### config.mk
export PLATFORM = sky130hd
export DESIGN_NAME = decode_in_queue
export DESIGN_NICKNAME = d
export VERILOG_FILES = /design/src/rtl/decode_in_queue.sv
export SDC_FILE = /design/constraint.sdc
export NUM_CORES = 1
export LEC_CHECK = 0
export ABC_CLOCK_PERIOD_IN_PS = 2250
export CAP_MARGIN = 40
export CORE_ASPECT_RATIO = 1.1
export CORE_UTILIZATION = 42
export DETAILED_ROUTE_END_ITERATION = 7
export PLACE_DENSITY = 0.77
export SYNTH_ARGS = -nofsm -noshare
export SYNTH_HDL_FRONTEND = slang
export SYNTH_SLANG_ARGS = --single-unit
### constraint.sdc
create_clock -name clock -period 2.25 [get_ports clock]
set_input_delay 0.225 -clock clock [delete_from_list [all_inputs] [get_ports clock]]
set_output_delay 0.225 -clock clock [all_outputs]
set_load 0.01 [all_outputs]
### src/rtl/decode_in_queue.sv
`default_nettype none
// ============================================================================
// Module   : decode_in_queue
// Brief    : Instruction buffer between fetch and decode. A circular FIFO of
//            {npc, instr, psr} entries is filled through a valid/ready push
//            port and drained one entry per cycle into a registered output
//            stage that feeds the decode-stage input bus. The output stage
//            holds under stall, and a flush discards all queued and
//            presented entries.
// Revision : 1.0 - initial release
// ============================================================================
module decode_in_queue #(
    parameter int DATA_WIDTH = 16,
    parameter int PSR_WIDTH  = 3,
    parameter int DEPTH      = 4,
    parameter int CW         = $clog2(DEPTH + 1)
) (
    input  logic                  clock,
    input  logic                  reset,
    // fetch side
    input  logic                  push_valid,
    output logic                  push_ready,
    input  logic [DATA_WIDTH-1:0] push_npc,
    input  logic [DATA_WIDTH-1:0] push_instr,
    input  logic [PSR_WIDTH-1:0]  push_psr,
    // decode side
    input  logic                  stall,
    input  logic                  flush,
    output logic [DATA_WIDTH-1:0] npc_in,
    output logic                  enable_decode,
    output logic [PSR_WIDTH-1:0]  psr,
    output logic [DATA_WIDTH-1:0] instr_dout,
    output logic [CW-1:0]         count
);

    localparam int            c_PTR_W = $clog2(DEPTH);
    localparam logic [CW-1:0] c_DEPTH = CW'(DEPTH);

    // FIFO storage; contents are only meaningful where count says so, so the
    // array itself carries no reset.
    logic [DATA_WIDTH-1:0] r_mem_npc   [DEPTH];
    logic [DATA_WIDTH-1:0] r_mem_instr [DEPTH];
    logic [PSR_WIDTH-1:0]  r_mem_psr   [DEPTH];

    logic [c_PTR_W-1:0]    r_wr_ptr;
    logic [c_PTR_W-1:0]    r_rd_ptr;
    logic [CW-1:0]         r_count;

    // registered output stage
    logic [DATA_WIDTH-1:0] r_npc;
    logic [DATA_WIDTH-1:0] r_instr;
    logic [PSR_WIDTH-1:0]  r_psr;
    logic                  r_valid;

    logic                  w_push_ready;
    logic                  w_push;
    logic                  w_pop;
    logic                  w_empty;

    // Handshake qualifiers. Readiness depends only on stored occupancy, so a
    // full queue refuses a push even when a pop happens in the same cycle.
    always_comb begin
        w_empty      = (r_count == '0);
        w_push_ready = (r_count < c_DEPTH);
        w_push       = push_valid && w_push_ready && !flush;
        w_pop        = !stall && !flush && !w_empty;
    end

    // Entry write at the write pointer on an accepted push.
    always_ff @(posedge clock) begin
        if (w_push) begin
            r_mem_npc[r_wr_ptr]   <= push_npc;
            r_mem_instr[r_wr_ptr] <= push_instr;
            r_mem_psr[r_wr_ptr]   <= push_psr;
        end
    end

    // Pointer and occupancy bookkeeping; flush empties the queue outright.
    always_ff @(posedge clock or posedge reset) begin
        if (reset) begin
            r_wr_ptr <= '0;
            r_rd_ptr <= '0;
            r_count  <= '0;
        end else if (flush) begin
            r_wr_ptr <= '0;
            r_rd_ptr <= '0;
            r_count  <= '0;
        end else begin
            if (w_push) begin
                r_wr_ptr <= r_wr_ptr + c_PTR_W'(1);
            end
            if (w_pop) begin
                r_rd_ptr <= r_rd_ptr + c_PTR_W'(1);
            end
            unique case ({w_push, w_pop})
                2'b10:   r_count <= r_count + CW'(1);
                2'b01:   r_count <= r_count - CW'(1);
                default: r_count <= r_count;
            endcase
        end
    end

    // Output stage: load the head on a pop, drop valid when idle or flushed,
    // hold everything while stalled. Data fields keep their last value when
    // nothing new is loaded.
    always_ff @(posedge clock or posedge reset) begin
        if (reset) begin
            r_npc   <= '0;
            r_instr <= '0;
            r_psr   <= '0;
            r_valid <= 1'b0;
        end else if (flush) begin
            r_valid <= 1'b0;
        end else if (!stall) begin
            if (w_pop) begin
                r_npc   <= r_mem_npc[r_rd_ptr];
                r_instr <= r_mem_instr[r_rd_ptr];
                r_psr   <= r_mem_psr[r_rd_ptr];
                r_valid <= 1'b1;
            end else begin
                r_valid <= 1'b0;
            end
        end
    end

    assign push_ready    = w_push_ready;
    assign count         = r_count;
    assign npc_in        = r_npc;
    assign instr_dout    = r_instr;
    assign psr           = r_psr;
    assign enable_decode = r_valid;

endmodule
`default_nettype wire
Word-level counts from Yosys, hierarchy flattened. Memories as Yosys holds them, arrays and structs flattened. A register that Yosys moved wholly into a read port is not among the register bits. Index checks and enable logic that the tools add are counted.

Register bits: 8. Bits in writable memories: 140. Input bits: 40. Output and inout port bits: 40. Memories kept: 3.

Memories: r_mem_instr (words 4, width 16, rd ports 1, clocked after memory_dff 1, wr ports 1, RTL line 42) `logic [DATA_WIDTH-1:0] r_mem_instr [DEPTH];`; r_mem_npc (words 4, width 16, rd ports 1, clocked after memory_dff 1, wr ports 1, RTL line 41) `logic [DATA_WIDTH-1:0] r_mem_npc [DEPTH];`; r_mem_psr (words 4, width 3, rd ports 1, clocked after memory_dff 1, wr ports 1, RTL line 43) `logic [PSR_WIDTH-1:0] r_mem_psr [DEPTH];`.

$add $sub $neg: 4. $lt $le $gt $ge: 1. Equality and inequality tests: 3. Mux-type cells: 11. Bitwise gates (word level): 2. Reduce and logical (&&, ||, !) cells: 12.

Operator list (number): 2-bit 2-to-1 mux (4); 3-bit one-hot mux with 2 select lines (1); 1-bit 2-to-1 mux (5); 2-bit by 1-bit adder with 2-bit output, second input constant (2); 1-bit logical AND (4); 2-bit nonzero test (2); 3-bit by 1-bit adder with 3-bit output, second input constant (1); 1-bit zero test (3); 3-bit zero test (1); 3-bit < comparator, second input constant (1); 3-bit 2-to-1 mux (1); 3-bit AND reduction (1); 3-bit nonzero test (1); 3-bit by 1-bit subtractor with 3-bit output, second input constant (1); 2-bit by 1-bit == test with 1-bit output, second input constant (1); 2-bit == test, second input constant (1); 2-bit by 1-bit inequality test with 1-bit output, second input constant (1); 1-bit NOT (2).

Logic depth before layout (Yosys ltp). Gate-level depths: netlist of run 1.

Word-level depth: 6. Gate-level depth with buffers: 10. Gate-level depth less buffers: 8.

Worst setup path after synthesis of run 1. OpenSTA, ideal clock, no wires.

Path type: register -> register. Start: register r_count[0] (netlist: count[0]). End: register r_count[1] (netlist: count[1]). Setup time: 120 ps. Data arrival time: 2169 ps. Required time: 2130 ps. Setup slack: -39 ps. Cell stages (with the launch flop): 11. Buffers on the path: 2. Clock period less this slack: 2289 ps. Path through: dfrtp_1 > nor3_1 > or3_1 > buf_4 > buf_6 > nor2_1 > fa_1 > nor2b_1 > nand2_1 > o32ai_1 > a31o_2.

Word-level cells in the longest chain between the ends: 6. Elaborated cells on any way between the ends: 13. Classes of those cells: add/sub: 2; order compare: 1; eq/ne: 2; mux: 2; reduce/logical: 6.

Ends and longest elaborated chain: start, declared (RTL line 47) `logic [CW-1:0] r_count;`; start signal, assigned (RTL line 96) `2'b10: r_count <= r_count + CW'(1);`; start signal, assigned (RTL line 97) `2'b01: r_count <= r_count - CW'(1);`; start signal, assigned (RTL line 98) `default: r_count <= r_count;`; 3-bit < comparator / 3-bit zero test (equally long branches) (RTL line 64, 63); 1-bit logical AND / 1-bit zero test (equally long branches) (RTL line 65, 66); 1-bit logical AND (on tied branches) (RTL line 65, 66); 2-bit by 1-bit == test with 1-bit output / 2-bit == test (equally long branches) (RTL line 95) `unique case ({w_push, w_pop})`; 3-bit one-hot mux with 2 select lines (RTL line 95); 3-bit 2-to-1 mux (RTL line 84) `end else if (flush) begin`.

Several ways; a longest one is shown, not always the timed one. A chain may end at the register's enable or synchronous reset.

Worst setup path in the final report of run 1.
Start: register r_count[1] (netlist: count[1]). End: register r_count[1] (netlist: count[1]).

Same word-level chain as after synthesis.

==> qor.yml, run 1 <==
synth:
  syn_inst: 322
  synth_top_flop_cell: "edfxtp_1"
  synth-simple-area-share_pct: 1.96
  syn_area_per_cell_sq_um: 21.8
  syn_area_sq_mm: 0.00702
  synth_top_family_by_area: "multiplexers"
  synthMuxAreaShare_pct: 18.6
  synth_xor_area_share_pct: 0.249
  synth_top_area_share_pct: 59.9
  synth.distinct_cells: 34
  synthArstFlopShare_pct: 23.5
  synth-edff-count: 140
  yosysSeqAreaShare_pct: 75.2
  ys_ff_latch: 183
  syn_nets: 367
  synth-compound-area-share_pct: 1.18
  synth_top_cell_by_area: "edfxtp_1"
  ys_top_cells_by_area: "edfxtp_1 (60%), dfrtp_1 (15%), mux4_2 (11%)"
  netlist_top_cells_count: "edfxtp_1 (140), dfrtp_1 (43), mux4_2 (35)"
  post-synth-top-count-cell: "edfxtp_1"
  synth-adder-area-share_pct: 0.998
  ys.warnings.count: 0
die:
  die_x_microns: 125
  dieArea_sq_mm: 0.0172
  pin_count: 80
  row_count: 49
  initial_core_util_pct: 42.9
  die_h_microns: 138
  core_sq_mm: 0.0164
sta:
  fin_setup_tns_ns: 0
  holdWs_ns: 0.160
  fin_ws_ns: 0.242
  slew_headroom_pct: 65.2
  fmax_mhz: 498
  tightest_slew_ns: 0.521
  slew_viol_final: 0
  period_minus_slack_ns: 2.01
  finalCritPeriodShare_pct: 89.3
  setup_viol: 0
  finClkSkew_ns: 0.0121
  hold_viol: 0
  rsz0062_at_grt: "false"
critical_path:
  worst-setup-path-type: "register to register"
  required_ns: 2.57
  end_kind: "register"
  cp-start-kind: "register"
  cp.arrival_ns: 2.32
  crit_path_max_fanout: 2
  reg2reg_setup_slack_ns: 0.24
global_route:
  grt_use_met2_pct: 25.9
  grt_pass1_wl_mm: 19.2
  grt_pass1_vias: 3473
  grt_usage_pct: 15.5
  grt_max_degree: 30
  antenna_found_initial: 0
  overflow: 0
  met3_usage_pct: 4.43
  top_usage_layer: "met2"
  use_met1_pct: 19.0
status:
  outcome: "complete, but fails checks"
  violations: "design-rule violations"
placed_design:
  pre_cts_ws_ns: -0.0638
  dp_cells: 612
  portBuffers: 79
  gp_congestion: 0.746
  dp_hpwl_mm: 7.68
  place_area_sq_mm: 0.00821
pwr:
  ir_worst_vdd_mv: 0.575
  p_total_mw: 9.08
  power.leakage_nw: 3.14
  powerDensity_mw_per_mm2: 1030
layout:
  antennaDiodeCount: 0
  area_delta_synth_final_pct: 25.2
  final_area_sq_mm: 0.00879
  final_cells: 644
  utilization_pct: 53.7
  drive_gt1_share_pct: 29.1
  nets: 472
drt:
  drtPass1Iterations: 6
  wl_per_cell_microns: 19.1
  via_per_inst: 5.14
  drt_wl_total_mm: 12.3
  drt_iter0_drc: 167
  drcViolationCount: 9
  antenna_left: 0
  routed-via-count: 3311
clock_tree:
  clk_latency_ns: 0.42
  cts_tree: "done"
  cts-hold-fix-buffers: 0
  htree_levels: 4
  root_buffer: "clkbuf_16"
  cts_sinks: 183
  post_cts_buffers: 0
  clockBufferDepth: 2
  numCtsBuffers: 17
  post_cts_resized: 0
  cts.clk_slew.worst_paths_ns: 0.06
min_path:
  hold_path.class: "input port to asynchronous set/reset pin"
job:
  cap_violations: 0
-- worst paths after layout --
check	from	end	cells past startpoint
min reg2reg	instr_dout[15]	instr_dout[15]	1
max in group asynchronous	reset	instr_dout[9]	3
min	reset	npc_in[10]	2
min in group clock	push_psr[2]	r_mem_psr[2][2]	1
max	count[1]	count[1]	8
max reg2reg	count[1]	count[1]	8
-- worst max-delay path, stage by stage (launching register included) --
cell and delay, ns:
dfrtp_1 0.36, nor3_1 0.05, or3_2 0.42, nor2_1 0.14, fa_1 0.42, nor2b_1 0.16
nand2_1 0.06, o32ai_1 0.07, a31o_2 0.22
-- sequential cells by signal, indices dropped and copies added (netlist names) --
signal,cells
r_wr_ptr,2
r_mem_instr,64
enable_decode,1
psr,3
r_mem_psr,12
r_mem_npc,64
npc_in,16
count,3
instr_dout,16
r_rd_ptr,2
-- report_power, final --
part / total, mW / internal [mW] / switching (mW) / leakage, nW
registers: 4.34 / 4.07 / 0.264 / 1.79
logic: 1.89 / 1.23 / 0.652 / 1.06
clock network: 2.85 / 1.71 / 1.14 / 0.288
-- cells by family after synthesis --
group	after synthesis
AO/OA/AOI/OAI	14
XOR/XNOR	2
adder cells (fa/ha/maj)	5
buffers and inverters	21
flip-flops	183
multiplexers	71
AND/OR/NAND/NOR	26
-- placed cells by master (no fill, tap or decap), types with 3 or more instances in the layout --
cell / n
buf_12: 6
dfrtp_1: 40
dfrtp_2: 3
buf_4: 16
mux4_2: 35
clkinv_2: 4
nand2_1: 8
mux2_4: 30
inv_1: 5
o21ai_0: 6
and2_2: 4
nor2_1: 3
ha_1: 4
mux2_1: 3
clkdlybuf4s50_1: 79
a21oi_1: 3
clkbuf_16: 19
clkbuf_1: 4
edfxtp_1: 140
-- per-layer routing --
metal	routed length (microns)	up-vias	part of all wire [%]
li1	-	1490	-
met1	5370	1737	44
met2	6230	68	51
met3	480	16	3.9
met4	189	0	1.5
met5	0	-	0
-- area by class of cell --
cell class,instances,area (sq um)
Inverter,6,22.5
Tap cell,204,255
Fill cell,1266,7580
Clock inverter,7,63.8
Clock buffer,25,518
Multi-Input combinational cell,118,1620
Sequential cell,183,5280
Timing Repair Buffer,101,1030
Power figures use the tool's default switching activity.
==> run 2: changes to the inputs <==
- ABC_CLOCK_PERIOD_IN_PS: 2250 -> default
- SLEW_MARGIN: default -> 40
==> results of run 2 <==
No change in the layout: final DEF, timing and power equal those of run 1.
==> run 3: changes to the inputs <==
- PLACE_DENSITY: 0.77 -> 0.75
- SLEW_MARGIN: 40 -> default
- clock period: 2.25 -> 1.9 ns (I/O delays scaled with it)
==> run 3 against run 2 <==
The run ends with design-rule violations, negative setup slack left; final area increased by 0.92%; maximum frequency increased by 3.2%; register-to-register slack got worse by 0.29 ns; sequential share of layout area decreased by 0.52 points; critical path depth unchanged; global-route usage about the same; setup slack got worse by 0.29 ns; flip-flop and latch count unchanged; wire length increased by 1.0%; total power increased by 19%; count of clock-buffer cells in the layout decreased by 7; critical path type unchanged.
==> qor.yml, run 3 (synthesis results as in run 1) <==
status:
  outcome: "complete, but fails checks"
  violations: "design-rule violations, negative setup slack"
sta:
  period_minus_slack_ns: 1.95  # -0.0621 ns
  fin_ws_ns: -0.0464  # -0.288 ns
  finalCritPeriodShare_pct: 102  # +13 points
  finClkSkew_ns: 0.00689  # -0.00519 ns
  setup_viol: 1  # +1
  rsz0062_at_grt: "true"
  holdWs_ns: 0.131  # -0.0286 ns
  hold_viol: 0  # unchanged
  slew_headroom_pct: 62.9  # -2.3 points
  slew_viol_final: 0  # unchanged
  tightest_slew_ns: 0.557  # +0.0352 ns
  fmax_mhz: 514  # +3.2%
global_route:
  grt_max_degree: 44  # +47%
  grt_usage_pct: 15.5  # -0.018 points
  grt_pass1_wl_mm: 19.1  # -0.36%
  grt_pass1_vias: 3448  # -0.72%
  overflow: 0  # unchanged
  antenna_found_initial: 0  # unchanged
pwr:
  switching_share_pct: 23.2  # +0.53 points
  ir_worst_vdd_mv: 0.587  # +2.1%
  seqPwrFrac_pct: 47.5  # -0.3 points
  power.leakage_nw: 3.14  # +0.23%
  p_int_mw: 8.26  # +18%
  combPwrFrac_pct: 21.2  # +0.4 points
  p_sw_mw: 2.50  # +21%
  pwr-share-clk_pct: 31.3  # about the same
  powerDensity_mw_per_mm2: 1210  # +17%
critical_path:
  required_ns: 2.21  # -0.36 ns
  critical_path.top_delay_family: "simple AND/OR/NAND/NOR gates"
  crit_path_max_fanout: 2  # unchanged
  cp.arrival_ns: 2.26  # -0.06 ns
  slowest_stage: "fa_2"
  cp_num_buf_inv: 0  # unchanged
  cp-start-kind: "register"
  worst-setup-path-type: "register to register"
  critPathMaxStageDelay_ns: 0.45  # +0.03 ns
  crit_chain: "nor3_1 > or3_4 > nor2_4 > fa_2 > nor2b_4 > nand2_1 > o32ai_1 > a31o_2"
  end_kind: "register"
die:
  row_count: 49  # unchanged
  initial_core_util_pct: 42.9  # unchanged
  die_x_microns: 125  # unchanged
  pin_count: 80  # unchanged
  core_sq_mm: 0.0164  # unchanged
  die_h_microns: 138  # unchanged
  dieArea_sq_mm: 0.0172  # unchanged
layout:
  final_cells: 644  # unchanged
  fill_cells: 1256  # -0.79%
  antennaDiodeCount: 0  # unchanged
  area_delta_synth_final_pct: 26.3
  multi_input_area_sq_mm: 0.00164  # +1.5%
  layout_commonest_cell: "edfxtp_1"
  top_regs: "r_mem_instr: 64 flops, r_mem_npc: 64 flops"
  final_cell_mix: "edfxtp_1 (140), clkdlybuf4s50_1 (79), dfrtp_1 (38)"
  drive_gt1_share_pct: 30.7  # +1.6 points
  seq_area_sq_mm: 0.00529  # about the same
  nets: 472  # unchanged
clock_tree:
  htree_levels: 4  # unchanged
  cts.clk_slew.worst_paths_ns: 0.06  # about the same
  numCtsBuffers: 17  # unchanged
  clockBufferDepth: 2  # unchanged
  cts_tree: "done"
  clk_latency_ns: 0.43  # about the same
  cts_sinks: 183  # unchanged
  cts-hold-fix-buffers: 0  # unchanged
  root_buffer: "clkbuf_16"
drt:
  drtPass1Iterations: 6  # unchanged
  wl_per_cell_microns: 19.2  # +1.0%
  drcViolationCount: 5  # -4
  antenna_left: 0  # unchanged
  routed-via-count: 3273  # -1.1%
  drt_wl_total_mm: 12.4  # +1.0%
  via_per_inst: 5.08  # -1.1%
  drt_iter0_drc: 145  # -13%
placed_design:
  portBuffers: 79  # unchanged
  dp_hpwl_mm: 7.59  # -1.2%
  dp_cells: 612  # unchanged
  gp_congestion: 0.832  # +12%
min_path:
  hold_path.class: "input port to asynchronous set/reset pin"
job:
  cap_violations: 0  # unchanged
[run 3: layout make-up]
type / count / area share (%)
clock buffers: 18 / 4.95
inverters: 6 / 0.254
clock inverters: 14 / 1.48
flip-flops and latches: 183 / 59.6
repair buffers: 101 / 12.4
well taps: 204 / 2.88
multi-input cells: 118 / 18.5
[run 3: worst paths after layout]
kind | start | endpoint | slack [ns] | cells after the start
setup / recovery | count[1] | count[1] | -0.05 | 8
hold / removal | reset | instr_dout[13] | 0.13 | 3
setup reg to reg | count[1] | count[1] | -0.05 | 8
hold reg to reg | instr_dout[5] | instr_dout[5] | 0.49 | 1
max in group asynchronous | reset | r_rd_ptr[0] | 1.52 | 3
min in group clock | push_instr[6] | r_mem_instr[0][6] | 0.39 | 1
[run 3: stage by stage]
| step | util, % | area (sq um) | TNS (ns) | power (mW) | setup slack [ns] |
|---|---|---|---|---|---|
| finish | 54.2 | 8870 | -0.0464 | 10.8 | -0.0464 |
| global route | 54.2 | 8870 | -0.124 | 11.2 | -0.124 |
| CTS | 54.2 | 8870 | -0.0482 | 10.9 | -0.0482 |
| detailed placement | 50.6 | 8280 | -6.14 | 7.49 | -0.492 |
| global placement | 50.6 | 8280 | -4.73 | 7.44 | -0.386 |
| floorplan | - | 7040 | -0.347 | 6.29 | -0.288 |
[run 3: tightest hold or removal path, delay by kind of cell]
family / cells / cell delay (ns)
buffers and inverters: 3 / 0.74
[run 3: metal layers]
metal  share of wire, %  GRT usage [%]  vias to the layer above  wire [microns]
met5                  0              0                        -               0
met4                1.0           6.91                        0             125
met3                4.5           4.27                        9             552
met2                 51           25.4                       80            6340
met1                 43           19.4                     1693            5380
li1                   -              -                     1491               -
[run 3: timing repair]
action / 4_1_cts / 5_1_grt
pin swaps: 2 / 1
endpoints found under the setup margin: 1 / 2
gates cloned: 0 / 0
buffers inserted: 0 / 0
gates resized for setup: 6 / 1
[run 3: power by group through the flow]
stage	clock [mW]	combinational [mW]	sequential [mW]
global route	3.59	2.43	5.17
global placement	0	2.26	5.19
finish	3.36	2.28	5.11
CTS	3.43	2.32	5.12
floorplan	0	0.972	5.32
detailed placement	0	2.31	5.18
